File: src/rtl/ipml_fifo_fwft_rd_stage_pkg.sv
// Shared constants and elaboration helpers for the FWFT read stage.
// Holds the legal read-latency range and buffer geometry checks.
package ipml_fifo_fwft_rd_stage_pkg;

   localparam int c_RD_LAT_MIN = 1;
   localparam int c_RD_LAT_MAX = 3;
   localparam int c_IF_W       = 2;

   function automatic int f_log2(input int n);
      int r;
      r = 0;
      for (int i = 0; i < 31; i++) begin
         if ((1 << i) < n) r = i + 1;
      end
      return r;
   endfunction

   // Buffer must absorb every in-flight read plus one for full throughput.
   function automatic bit f_cfg_ok(input int depth, input int lat);
      return (lat >= c_RD_LAT_MIN) && (lat <= c_RD_LAT_MAX) &&
             (depth >= lat + 2) && ((depth & (depth - 1)) == 0);
   endfunction

endpackage

File: src/rtl/ipml_fifo_fwft_rd_stage_buf.sv
// Ring buffer behind the FWFT read stage; head is always visible.
// Reset clears pointers and count only, storage keeps its contents.
module ipml_fifo_fwft_buf #(
   parameter int c_DATA_WIDTH = 16,
   parameter int c_BUF_DEPTH  = 4,
   parameter int c_BUF_AW     = 2
) (
   input  logic                    rclk,
   input  logic                    rrst,
   input  logic                    i_wr,
   input  logic [c_DATA_WIDTH-1:0] i_wdata,
   input  logic                    i_pop,
   output logic [c_DATA_WIDTH-1:0] o_head,
   output logic [c_BUF_AW:0]       o_cnt
);

   logic [c_DATA_WIDTH-1:0] r_mem [0:c_BUF_DEPTH-1];
   logic [c_BUF_AW-1:0]     r_wr_ptr;
   logic [c_BUF_AW-1:0]     r_rd_ptr;
   logic [c_BUF_AW:0]       r_cnt;
   logic                    w_pop;

   assign w_pop  = i_pop && (r_cnt != '0);
   assign o_head = r_mem[r_rd_ptr];
   assign o_cnt  = r_cnt;

   always_ff @(posedge rclk) begin
      if (rrst) begin
         r_wr_ptr <= '0;
         r_rd_ptr <= '0;
         r_cnt    <= '0;
      end else begin
         if (i_wr)  r_wr_ptr <= r_wr_ptr + c_BUF_AW'(1);
         if (w_pop) r_rd_ptr <= r_rd_ptr + c_BUF_AW'(1);
         case ({i_wr, w_pop})
            2'b10:   r_cnt <= r_cnt + (c_BUF_AW+1)'(1);
            2'b01:   r_cnt <= r_cnt - (c_BUF_AW+1)'(1);
            default: r_cnt <= r_cnt;
         endcase
      end
   end

   always_ff @(posedge rclk) begin
      if (i_wr && !rrst) r_mem[r_wr_ptr] <= i_wdata;
   end

endmodule

File: src/rtl/ipml_fifo_fwft_rd_stage.sv
// FWFT read stage: credit-limited reads from the FIFO controller,
// latency-matched capture into a small ring buffer, valid/ready out.
module ipml_fifo_fwft_rd_stage
   import ipml_fifo_fwft_rd_stage_pkg::*;
#(
   parameter int c_DATA_WIDTH = 16,
   parameter int c_RD_LATENCY = 2,
   parameter int c_BUF_DEPTH  = 4,
   parameter int c_BUF_AW     = f_log2(c_BUF_DEPTH)
) (
   input  logic                    rclk,
   input  logic                    rrst,
   input  logic                    fifo_rempty,
   output logic                    fifo_ren,
   input  logic [c_DATA_WIDTH-1:0] fifo_rdata,
   output logic [c_DATA_WIDTH-1:0] dout,
   output logic                    dout_valid,
   input  logic                    dout_ready,
   output logic [c_BUF_AW:0]       buf_level
);

   localparam int c_SW = c_BUF_AW + 2;

   if (!f_cfg_ok(c_BUF_DEPTH, c_RD_LATENCY) ||
       (c_BUF_AW != f_log2(c_BUF_DEPTH))) begin : g_cfg_err
      $error("ipml_fifo_fwft_rd_stage: illegal buffer/latency config");
   end

   logic [c_RD_LATENCY-1:0] r_pipe;
   logic [c_IF_W-1:0]       r_if_cnt;
   logic [c_BUF_AW:0]       w_buf_cnt;
   logic [c_DATA_WIDTH-1:0] w_head;
   logic [c_SW-1:0]         w_credit;
   logic                    w_ren;
   logic                    w_land;
   logic                    w_valid;
   logic                    w_pop;

   // Credit counts words held plus words still on their way back.
   assign w_credit = c_SW'(w_buf_cnt) + c_SW'(r_if_cnt);
   assign w_ren    = !rrst && !fifo_rempty &&
                     (w_credit < c_SW'(c_BUF_DEPTH));
   assign w_land   = r_pipe[c_RD_LATENCY-1];
   assign w_valid  = (w_buf_cnt != '0);
   assign w_pop    = w_valid && dout_ready;

   always_ff @(posedge rclk) begin
      if (rrst) begin
         r_pipe   <= '0;
         r_if_cnt <= '0;
      end else begin
         r_pipe[0] <= w_ren;
         for (int i = 1; i < c_RD_LATENCY; i++) begin
            r_pipe[i] <= r_pipe[i-1];
         end
         case ({w_ren, w_land})
            2'b10:   r_if_cnt <= r_if_cnt + c_IF_W'(1);
            2'b01:   r_if_cnt <= r_if_cnt - c_IF_W'(1);
            default: r_if_cnt <= r_if_cnt;
         endcase
      end
   end

   always_ff @(posedge rclk) begin
      if (!rrst) begin
         assert (w_credit <= c_SW'(c_BUF_DEPTH));
      end
   end

   ipml_fifo_fwft_buf #(
      .c_DATA_WIDTH (c_DATA_WIDTH),
      .c_BUF_DEPTH  (c_BUF_DEPTH),
      .c_BUF_AW     (c_BUF_AW)
   ) u_buf (
      .rclk    (rclk),
      .rrst    (rrst),
      .i_wr    (w_land),
      .i_wdata (fifo_rdata),
      .i_pop   (w_pop),
      .o_head  (w_head),
      .o_cnt   (w_buf_cnt)
   );

   assign fifo_ren   = w_ren;
   assign dout_valid = w_valid;
   assign dout       = w_valid ? w_head : '0;
   assign buf_level  = w_buf_cnt;

endmodule

File: config.mk
export PLATFORM = sky130hd
export DESIGN_NAME = ipml_fifo_fwft_rd_stage
export DESIGN_NICKNAME = d
export VERILOG_FILES = /design/src/rtl/ipml_fifo_fwft_rd_stage_pkg.sv /design/src/rtl/ipml_fifo_fwft_rd_stage_buf.sv /design/src/rtl/ipml_fifo_fwft_rd_stage.sv
export SDC_FILE = /design/constraint.sdc
export NUM_CORES = 1
export LEC_CHECK = 0
export ABC_AREA = 1
export CAP_MARGIN = 20
export CORE_MARGIN = 4
export CORE_UTILIZATION = 39
export CTS_BUF_LIST = sky130_fd_sc_hd__clkbuf_4
export CTS_CLUSTER_SIZE = 28
export DETAILED_ROUTE_END_ITERATION = 10
export DONT_BUFFER_PORTS = 1
export GPL_ROUTABILITY_DRIVEN = 1
export SYNTH_ARGS = -nofsm -noshare
export SYNTH_HDL_FRONTEND = slang
export SYNTH_SLANG_ARGS = --single-unit
File: constraint.sdc
create_clock -name rclk -period 2.4 [get_ports rclk]
set_input_delay 0.72 -clock rclk [delete_from_list [all_inputs] [get_ports rclk]]
set_output_delay 0.72 -clock rclk [all_outputs]
set_load 0.05 [all_outputs]
Word-level counts from Yosys, hierarchy flattened --
Memories as Yosys holds them, arrays and structs flattened. A register that Yosys moved wholly into a read port is not among the register bits. Index checks and enable logic that the tools add are counted.
Storage, ports and cells: memories 1, flip-flop bits (word level) 11, word-level logic and storage cells 35, output and inout bits 21, RAM bits 64
Operators by class: magnitude comparators 1, reductions and logical operators 10, mux-type cells 7, equal/unequal tests 4, add/subtract/negate cells 7
Memories:
- u_buf.r_mem | depth 4, bits a word 16, read ports 1, clocked after Yosys merged registers in 1, write ports 1, line ipml_fifo_fwft_rd_stage_buf.sv:17 | logic [c_DATA_WIDTH-1:0] r_mem [0:c_BUF_DEPTH-1];
Operators with widths (number):
- $mux 16 | 1
- $add 2x1->2 const B | 3
- $pmux 3 s2 | 1
- $logic_and 1x1->1 | 5
- $add 3x2->4 | 1
- $eq 2x1->1 const B | 2
- $eq 2x2->1 const B | 2
- $lt 4x3->1 const B | 1
- $mux 2 | 2
- $pmux 2 s2 | 1
- $reduce_bool 2->1 | 2
- $add 3x1->3 const B | 1
- $reduce_bool 3->1 | 1
- $sub 3x1->3 const B | 1
- $logic_not 1->1 | 2
- $mux 1 | 2
- $sub 2x1->2 const B | 1

Depth between registers and ports, before layout --
Gate-level depths: netlist of run 1.
depth after elaboration 5, depth in mapped cells 13, depth with buffers taken out 13

Cells and area by module --
Synthesis of run 1 repeated with hierarchy kept, for this count alone.
Unflattened totals: cell total of the unflattened synthesis 286, area total of the unflattened synthesis 3181.8 µm²
By module, submodules not included:
- ipml_fifo_fwft_buf | instances 1, cells an instance 220, area each 2824.0 µm², seq. area each 2102.0 µm²
- ipml_fifo_fwft_rd_stage | instances 1, cells an instance 66, area each 357.8 µm², seq. area each 80.1 µm²

Worst setup path before layout of run 1 --
OpenSTA, ideal clock, no wires.
path type reg-to-output, start point register u_buf.r_cnt[1], in the netlist u_buf.o_cnt[1], end point output dout[10], arrival 2.164 ns, cell stages (with the launch flop) 6, path buffers 1, setup slack -0.484 ns, path through dfxtp_1 -> inv_1 -> nand2_2 -> inv_2 -> buf_4 -> a21oi_1
Between the ends: longest elaborated chain between the ends 2
Ends and longest elaborated chain:
- start: declaration | line ipml_fifo_fwft_rd_stage_buf.sv:20 | logic [c_BUF_AW:0] r_cnt;
- start signal: assignment | line ipml_fifo_fwft_rd_stage_buf.sv:36 | 2'b10: r_cnt <= r_cnt + (c_BUF_AW+1)'(1);
- start signal: assignment | line ipml_fifo_fwft_rd_stage_buf.sv:37 | 2'b01: r_cnt <= r_cnt - (c_BUF_AW+1)'(1);
- start signal: assignment | line ipml_fifo_fwft_rd_stage_buf.sv:38 | default: r_cnt <= r_cnt;
- $reduce_bool 3->1 | line ipml_fifo_fwft_rd_stage.sv:44 | assign w_valid = (w_buf_cnt != '0);
- named net dout_valid | line ipml_fifo_fwft_rd_stage.sv:17 | output logic dout_valid,
- $mux 16 | line ipml_fifo_fwft_rd_stage.sv:86 | assign dout = w_valid ? w_head : '0;
- end: declaration | line ipml_fifo_fwft_rd_stage.sv:16 | output logic [c_DATA_WIDTH-1:0] dout,
The timed path passes the listed nets, and every way through them passes these cells.

==> results.md, run 1 <==
- Synthesized area per cell: 11.4 sq um
- Syn Inst Count: 281
- # H-tree levels: 3
- Yosys reg bits: 77
- Syn Nets: 309
- Inserted Clock Buffers: 9
- Detailed Place HPWL: 3790 microns
- Main combinational cell family by area after synthesis: simple AND/OR/NAND/NOR gates
- Drt wl/cell: 15.4 microns
- Share of cells above drive strength 1: 23.7%
- Area occupied by multi-input gates: 898 sq um
- Share of synthesized registers carrying an async set or reset: 0%
- Multiplexer share of the synthesized area: 0%
- Nets@finish: 339
- CP required: 1.68 ns
- Vias in the first global route: 2,100
- Fmax: 0.427 GHz
- Met1 Wirelength: 2640 microns
- Drt initial violations: 61
- Port bufs: 0
- # DRC: 0
- Most common cell in the synthesized netlist: nor2_1
- Worst-skew pair later-pin latency: 0.41 ns
- Core ar.: 7850 sq um
- Met3 routed wirelength: 307 microns
- Slew @ Worst Pin: 0.389 ns
- Leading area contributor after synthesis: edfxtp_1
- Max Used Layer: met4
- Initial antenna violation count: 0
- Post-CTS setup buffers: 0
- Routed Antenna Nets: 0
- Synthesis warning total: 0
- Compound-Gate Fraction of Synth Area: 10.1%
- Slew Viols, Final: 0
- Worst Path Max Fanout: 16
- Clk slew on worst S/H paths: 0.13 ns
- Main synth FF type: edfxtp_1
- Area share of xor/xnor cells in the synthesized design: 0%
- Post-synthesis simple-gate area fraction: 11.8%
- First-pass GRT wire length: 10,100 microns
- Total power divided by cell area: 1210 nW/um^2
- Slew HR: 74.0%
- Storage cell area: 2190 sq um
- Max-cap viol count: 0
- Fillers: 680
- Critical Path Start Type: register
- Post-DR vias/cell: 4.88
- Synthesized area: 3200 sq um
- Area Overhead vs Synth: 24.2%
- Synth area leaders: edfxtp_1 60%, nor2_1 9.2%, dfxtp_1 8.1%
- Outcome: completed
- Fin crit share: 97.6%
- Synth Area in Adders: 3.36%
- Worst clock skew: 0.0145 ns
- Netlist cell types: 22
- CTS tree: built
- Grt total ovfl: 0
- DR WL met2: 3380 microns
- Hold-fix buffers, CTS: 0
- Total Routing Usage GR: 13.5%
- Cell Rows: 32
- Initial core utilization: 40.8%
- VDD IR max: 637 uV
- RSZ-0062 raised after global routing: yes
- # diodes: 0
- Clk buf depth: 2
- Crit path time final: 2.34 ns
- Hold WC Path Type: in -> reg
- Root Driver: clkbuf_4
- Total Wirelength: 6420 microns
- Critical path type: reg -> out
- Share of the synthesized area in the top cell type: 60.1%
- Final total power: 4810 uW
- Vias: 2,039
- Top cells by count, synth: 78 x nor2_1, 64 x edfxtp_1, 24 x o21ai_1
- Die area: 9720 sq um
- Post-synth EDFFs: 64
- Final Setup Violations: 0
- Leakage: 0.00142 uW
- Arr. time, crit path: 1.62 ns
- Fin. Hold Viols: 0
- Die extent in x: 98.6 microns
- Largest net degree at the start of global routing: 34
- Final Util: 50.7%
- Sequential area share after synthesis: 68.2%
- DR pass1 iterations: 4
- Die Span Y: 98.6 microns
- Type of element capturing the critical path: primary output
- Final GP Congestion: 0.743
- CTS sink cnt: 77
- Ports: 41
final cells by class:
class,instances,area share [%]
multi-input combinational,168,22.6
clock inverter,7,2.49
tap,102,3.21
timing repair buffer,30,12.1
sequential,77,55.1
inverter,25,2.80
clock buffer,9,1.70
worst paths after layout:
kind / from / endpoint / slack, ns / cells after the start
worst min register to register: r_pipe[0]$_SDFF_PP0_ / r_pipe[1]$_SDFF_PP0_ / 0.44 / 2
worst max-delay path: register / dout[13] / 0.06 / 6
worst max register to register: u_buf.o_cnt[1]$_SDFFE_PP0P_ / u_buf.o_cnt[2]$_SDFFE_PP0P_ / 0.56 / 11
worst min-delay path: rrst / r_pipe[1]$_SDFF_PP0_ / 0.37 / 1
critical path: stages, from the launching register on:
cell and delay (ns):
dfxtp_4 0.43, clkbuf_16 0.19, nor2_1 0.06, nor2_1 0.09
o21ai_1 0.09, a21oi_2 0.20, buf_12 0.16
where the power goes:
part	switching [uW]	internal (uW)	leakage [uW]
clock	454	427	0.0000827
combinational	1450	925	0.000653
sequential	53.1	1510	0.000685
metrics by stage:
step | cell area, sq um | std cells | setup TNS, ns | setup slack [ns] | hold WS [ns]
2_1_floorplan | 3270 | 281 | -0.298 | -0.0331 | 0.388
4_1_cts | 3860 | 415 | 0 | 0.0229 | 0.340
6_report | 3980 | 418 | 0 | 0.0588 | 0.371
5_1_grt | 3980 | 418 | -0.291 | -0.0434 | 0.331
3_5_place_dp | 3690 | 399 | 0 | 0.367 | 0.416
3_3_place_gp | 3690 | 399 | 0 | 0.377 | 0.416
cells in the final DEF, fill, tap and decap left out, types with 5 or more instances in the layout:
cell type and count:
o21ai_1 31, dfxtp_1 9, buf_4 10, inv_1 22
buf_12 16, o21ai_0 5, clkbuf_4 9, nand2_1 15
a21oi_2 15, ha_1 7, a21oi_1 6, edfxtp_1 64
nor2_1 75
registers in the layout (all words and copies together) (netlist names), named ones only:
register / flops
u_buf.o_cnt: 3
u_buf.r_wr_ptr: 2
u_buf.r_rd_ptr: 2
r_if_cnt: 2
r_pipe: 2
u_buf.r_mem: 64
routing by layer:
layer / vias to the layer above / GRT usage (%)
met4: 0 / 6.62
met3: 8 / 3.68
li1: 1020 / -
met2: 29 / 23.5
met5: - / 0
met1: 982 / 15.3
timing repair:
action,4_1_cts,5_1_grt
pin swaps,0,9
gates resized for setup,4,18
setup endpoints to repair,16,12
cloned,0,3
cell families after synthesis:
kind of cell    after synthesis
flops                        77
buf+inv                      36
fa+ha+maj                     8
compound gates               62
simple gates                 98
No activity file was read; power rests on OpenSTA's default activity.
==> inputs of run 2 (changes only) <==
Settings changed: CORE_MARGIN 4 to default.
==> results.md, run 2 (same netlist as run 1, synthesis figures left out) <==
- Outcome: completed
- Total Wirelength: 5910 microns (-8.0%)
- Fmax: 0.436 GHz (+2.0%)
- Share of cells above drive strength 1: 22.4% (-1.3 points)
- Commonest cells after routing, fill and taps aside: 78 x nor2_1, 64 x edfxtp_1, 32 x o21ai_1
- Core ar.: 7850 sq um (unchanged)
- Largest net degree at the start of global routing: 34 (unchanged)
- Clk slew on worst S/H paths: 0.12 ns (about the same)
- Total power divided by cell area: 1180 nW/um^2 (-2.5%)
- End of the worst hold path: r_pipe[1]$_SDFF_PP0_
- CP required: 1.68 ns (about the same)
- Die extent in x: 92.6 microns (-6.1%)
- Internal power: 2700 uW (-5.5%)
- Fillers: 727 (+6.9%)
- Root Driver: clkbuf_4
- Ports: 41 (unchanged)
- Total Routing Usage GR: 15.0% (+1.5 points)
- Drt initial violations: 122 (+100%)
- End of the worst register-to-register path: u_buf.o_cnt[2]$_SDFFE_PP0P_
- Slew @ Worst Pin: 0.381 ns (-0.00885 ns)
- Post-CTS setup buffers: 0 (unchanged)
- Final total power: 4600 uW (-4.5%)
- Post-DR vias/cell: 4.78 (-2.0%)
- Hold-fix buffers, CTS: 0 (unchanged)
- Final hold slack: 0.380 ns (+0.00894 ns)
- # diodes: 0 (unchanged)
- Vias: 2,004 (-1.7%)
- Leakage: 0.00141 uW (-0.96%)
- Die Span Y: 92.6 microns (-6.1%)
- Final Util: 49.6% (-1.0 points)
- Cell Rows: 32 (unchanged)
- Slew Viols, Final: 0 (unchanged)
- Sequential share of power: 33.8% (+1.3 points)
- # H-tree levels: 3 (unchanged)
- Register-to-Register Path Depth: 13 (+2)
- Switch Pwr: 1900 uW (-2.9%)
- Switching share of power: 41.2% (+0.66 points)
- Area Overhead vs Synth: 21.8%
- Final setup TNS: 0 ns (unchanged)
- Fin. Hold Viols: 0 (unchanged)
- Crit path time final: 2.30 ns (-0.0455 ns)
- Initial core utilization: 40.8% (unchanged)
- Place WS: 0.378 ns (+0.0117 ns)
- Worst Path Max Fanout: 32 (+16)
- Initial antenna violation count: 0 (unchanged)
- Max-cap viol count: 0 (unchanged)
- Slack of the critical path: 0.104 ns (+0.0455 ns)
- Grt total ovfl: 0 (unchanged)
- Arr. time, crit path: 1.58 ns (-0.04 ns)
- Final Setup Violations: 0 (unchanged)
- First-pass GRT wire length: 9540 microns (-5.8%)
- Worst-skew pair later-pin latency: 0.41 ns (about the same)
- Max reg flops: 64 (unchanged)
- Nets@finish: 340 (+0.29%)
- Routed Antenna Nets: 0 (unchanged)
- CTS tree: built
- Drt wl/cell: 14.1 microns (-8.2%)
- Worst clock skew: 0.0178 ns (+0.00322 ns)
- Final GP Congestion: 0.814 (+9.7%)
- Die area: 8570 sq um (-12%)
- # DRC: 0 (unchanged)
- Type of element capturing the critical path: primary output
- Slew HR: 74.6% (+0.59 points)
- Hold Path Stages: 1 (unchanged)
- Top reg by flops: u_buf.r_mem
- Worst Hold Launch: rrst
- Hold WC Path Type: in -> reg
- Critical Path Start Type: register
- Detailed Place HPWL: 3870 microns (+2.1%)
- Clock power share: 16.9% (-1.4 points)
- R2r startpoint: u_buf.o_cnt[1]$_SDFFE_PP0P_
- RSZ-0062 raised after global routing: yes
- VDD IR max: 709 uV (+11%)
- CTS sink cnt: 77 (unchanged)
- DR pass1 iterations: 4 (unchanged)
- Combinational fraction of design power: 49.3% (about the same)
- Clk buf depth: 2 (unchanged)
- Critical path type: reg -> out
- Commonest non-fill, non-tap cell in the layout: nor2_1
- Port bufs: 0 (unchanged)
- Vias in the first global route: 2,037 (-3.0%)
- Inserted Clock Buffers: 9 (unchanged)
- FF-to-FF setup slack: 0.62 ns (+0.06 ns)
- Fin crit share: 95.7% (-1.9 points)
==> run 2: critical path, cell delays in order (launching register included) <==
cell and delay (ns):
dfxtp_4 0.39, buf_12 0.16, clkinv_8 0.12, o21ai_1 0.13, a21oi_4 0.37
==> run 2: layer usage <==
metal	track usage (%)	vias to the layer above	wire (microns)
li1	-	1024	-
met1	16.9	940	2440
met2	26.1	30	3070
met3	4.43	10	290
met4	6.64	0	113
met5	0	-	0
==> run 2: through the flow <==
stage                     instances  cell area [sq um]
after floorplan                 281               3270
after global placement          402               3710
after detailed placement        402               3710
after CTS                       418               3860
after global routing            419               3900
final                           419               3900
==> run 2: power by group through the flow <==
stage,sequential (uW),combinational [uW],clock [uW]
6_report,1560,2270,775
4_1_cts,1550,2260,802
5_1_grt,1570,2410,849
3_5_place_dp,1580,2240,0
2_1_floorplan,1640,1380,0
3_3_place_gp,1570,2230,0
==> run 2: worst max-delay path by stage <==
stage,start,slack (ns),cells past startpoint,to
3_5_place_dp,register,0.38,5,dout[4]
5_1_grt,register,-0.01,6,dout[4]
3_3_place_gp,rrst,0.39,4,fifo_ren
2_1_floorplan,u_buf.o_cnt[1]$_SDFFE_PP0P_,-0.03,5,dout[10]
6_report,register,0.10,4,dout[11]
4_1_cts,register,0.04,5,dout[11]
==> run 2: final cells by class <==
cell class	instances	area (sq um)	area share [%]
multi-input combinational	168	872	22.4
tap	102	128	3.28
inverter	25	111	2.86
timing repair buffer	31	454	11.7
sequential	77	2190	56.2
clock inverter	7	73.8	1.89
clock buffer	9	67.6	1.73
==> run 2: repair_timing <==
item	4_1_cts	5_1_grt
endpoints found under the setup margin	16	14
cloned	0	1
resized for setup	3	12
pin swaps	1	4
==> inputs of run 3 (changes only) <==
Settings changed: CTS_CLUSTER_DIAMETER from default to 80, CTS_CLUSTER_SIZE 28 to 14, PLACE_DENSITY from default to 0.53.
==> results.md, run 3 (same netlist as run 1, synthesis figures left out) <==
- VDD IR max: 552 uV (-22%)
- Cell Rows: 32 (unchanged)
- Worst-skew pair later-pin latency: 0.41 ns (about the same)
- Drt initial violations: 111 (-9.0%)
- Type of element capturing the critical path: primary output
- Die extent in x: 92.6 microns (unchanged)
- First-pass GRT wire length: 9810 microns (+2.8%)
- Vias: 2,005 (+0.050%)
- Fmax: 0.432 GHz (-0.83%)
- DR pass1 iterations: 4 (unchanged)
- Total power divided by cell area: 1200 nW/um^2 (+1.9%)
- # H-tree levels: 3 (unchanged)
- Drt wl/cell: 14.5 microns (+2.9%)
- Initial antenna violation count: 0 (unchanged)
- Top reg by flops: u_buf.r_mem
- Post-CTS setup buffers: 0 (unchanged)
- Port bufs: 0 (unchanged)
- Die area: 8570 sq um (unchanged)
- Slew @ Worst Pin: 0.378 ns (-0.00228 ns)
- Share of cells above drive strength 1: 24.1% (+1.7 points)
- Area Overhead vs Synth: 23.7%
- Outcome: completed
- Place WS: 0.335 ns (-0.0437 ns)
- Max incr delay on CP: 0.41 ns (+0.02 ns)
- Hold-fix buffers, CTS: 0 (unchanged)
- Crit path time final: 2.31 ns (+0.0191 ns)
- Initial core utilization: 40.8% (unchanged)
- Core ar.: 7850 sq um (unchanged)
- RSZ-0062 raised after global routing: yes
- Total Wirelength: 6050 microns (+2.4%)
- Worst clock skew: 0.0175 ns (-0.000278 ns)
- Routed Antenna Nets: 0 (unchanged)
- Final setup TNS: 0 ns (unchanged)
- Largest net degree at the start of global routing: 33 (-2.9%)
- Leakage: 0.00141 uW (+0.37%)
- Arr. time, crit path: 1.59 ns (about the same)
- Slowest stage cell, crit path: dfxtp_4
- Commonest non-fill, non-tap cell in the layout: nor2_1
- Die Span Y: 92.6 microns (unchanged)
- Worst Path Max Fanout: 11 (-66%)
- Grt total ovfl: 0 (unchanged)
- Nets@finish: 338 (-0.59%)
- Slack of the critical path: 0.0852 ns (-0.0191 ns)
- # DRC: 0 (unchanged)
- Detailed Place HPWL: 3770 microns (-2.6%)
- Max reg flops: 64 (unchanged)
- Vias in the first global route: 1,945 (-4.5%)
- Critical Path Start Type: register
- Final Util: 50.4% (+0.78 points)
- Critical path cell sequence: buf_12, nor2_1, nor2_1, o21ai_1, a21oi_4
- Clk slew on worst S/H paths: 0.12 ns (about the same)
- Final GP Congestion: 0.717 (-12%)
- Final hold slack: 0.379 ns (-0.00139 ns)
- Total Routing Usage GR: 15.6% (+0.65 points)
- Fillers: 724 (-0.41%)
- Max-cap viol count: 0 (unchanged)
- CP required: 1.68 ns (about the same)
- Clk buf depth: 2 (unchanged)
- Final total power: 4760 uW (+3.5%)
- Fin. Hold Viols: 0 (unchanged)
- Post-DR vias/cell: 4.81 (+0.53%)
- # diodes: 0 (unchanged)
- Final Setup Violations: 0 (unchanged)
- Most frequent CP cell: nor2_1
- Inserted Clock Buffers: 9 (unchanged)
- Hold WC Path Type: in -> reg
- CTS sink cnt: 77 (unchanged)
- Critical path type: reg -> out
- CTS tree: built
- Commonest cells after routing, fill and taps aside: 76 x nor2_1, 64 x edfxtp_1, 30 x o21ai_1
- Ports: 41 (unchanged)
- Root Driver: clkbuf_4
- Slew HR: 74.7% (+0.15 points)
- Slew Viols, Final: 0 (unchanged)
- Fin crit share: 96.5% (+0.80 points)
-- run 3: cell types whose count changed in the layout (fill, tap and decap cells not counted), moves of 2 or more --
cell | before | now
o21ai_1 | 32 | 30
buf_4 | 13 | 9
o21ai_2 | 0 | 2
nor2_1 | 78 | 76
clkinv_4 | 2 | 0
buf_8 | 0 | 2
-- run 3: worst max-delay path, delay by kind of cell (launching register included) --
family                 cells  cell delay, ns
AOI/OAI and AO/OA          2            0.48
DFF                        1            0.41
buffers and inverters      1            0.15
and+or+nand+nor            2            0.14
-- run 3: layer usage --
layer | wire [microns] | track usage, % | part of all wire [%] | vias to the layer above
met3 | 359 | 5.75 | 5.9 | 4
met2 | 3040 | 24.1 | 50 | 35
met1 | 2600 | 20.0 | 43 | 949
li1 | - | - | - | 1017
met5 | 0 | 0 | 0 | -
met4 | 59 | 6.25 | 0.97 | 0
-- run 3: final timing paths --
path	startpoint	to	slack (ns)	depth (start not counted)
worst max-delay path	register	dout[11]	0.09	5
worst min-delay path	rrst	r_pipe[1]$_SDFF_PP0_	0.38	1
worst max register to register	u_buf.o_cnt[1]$_SDFFE_PP0P_	u_buf.o_cnt[2]$_SDFFE_PP0P_	0.59	12
worst min register to register	r_pipe[0]$_SDFF_PP0_	r_pipe[1]$_SDFF_PP0_	0.44	2
-- run 3: per-stage QoR --
stage                     instances  instance area (sq um)
final                           417                   3960
after global routing            417                   3960
after CTS                       416                   3860
after detailed placement        400                   3680
after global placement          400                   3680
after floorplan                 281                   3270
-- run 3: repair_timing --
item	in CTS	in global routing
gates resized for setup	6	25
pin swaps	1	7
setup endpoints to repair	17	17
cloned	0	1
-- run 3: power by group --
part	internal (uW)	switching, uW
registers	1510	48.4
logic	913	1410
clock network	435	439
total	2860	1900
-- run 3: area by class of cell --
| cell class | instances | area, sq um | share of cell area, % |
|---|---|---|---|
| well taps | 102 | 128 | 3.22 |
| inverters | 25 | 111 | 2.81 |
| clock buffers | 10 | 75.1 | 1.90 |
| flip-flops and latches | 77 | 2190 | 55.3 |
| clock inverters | 6 | 86.3 | 2.18 |
| repair buffers | 29 | 454 | 11.5 |
| multi-input cells | 168 | 913 | 23.1 |
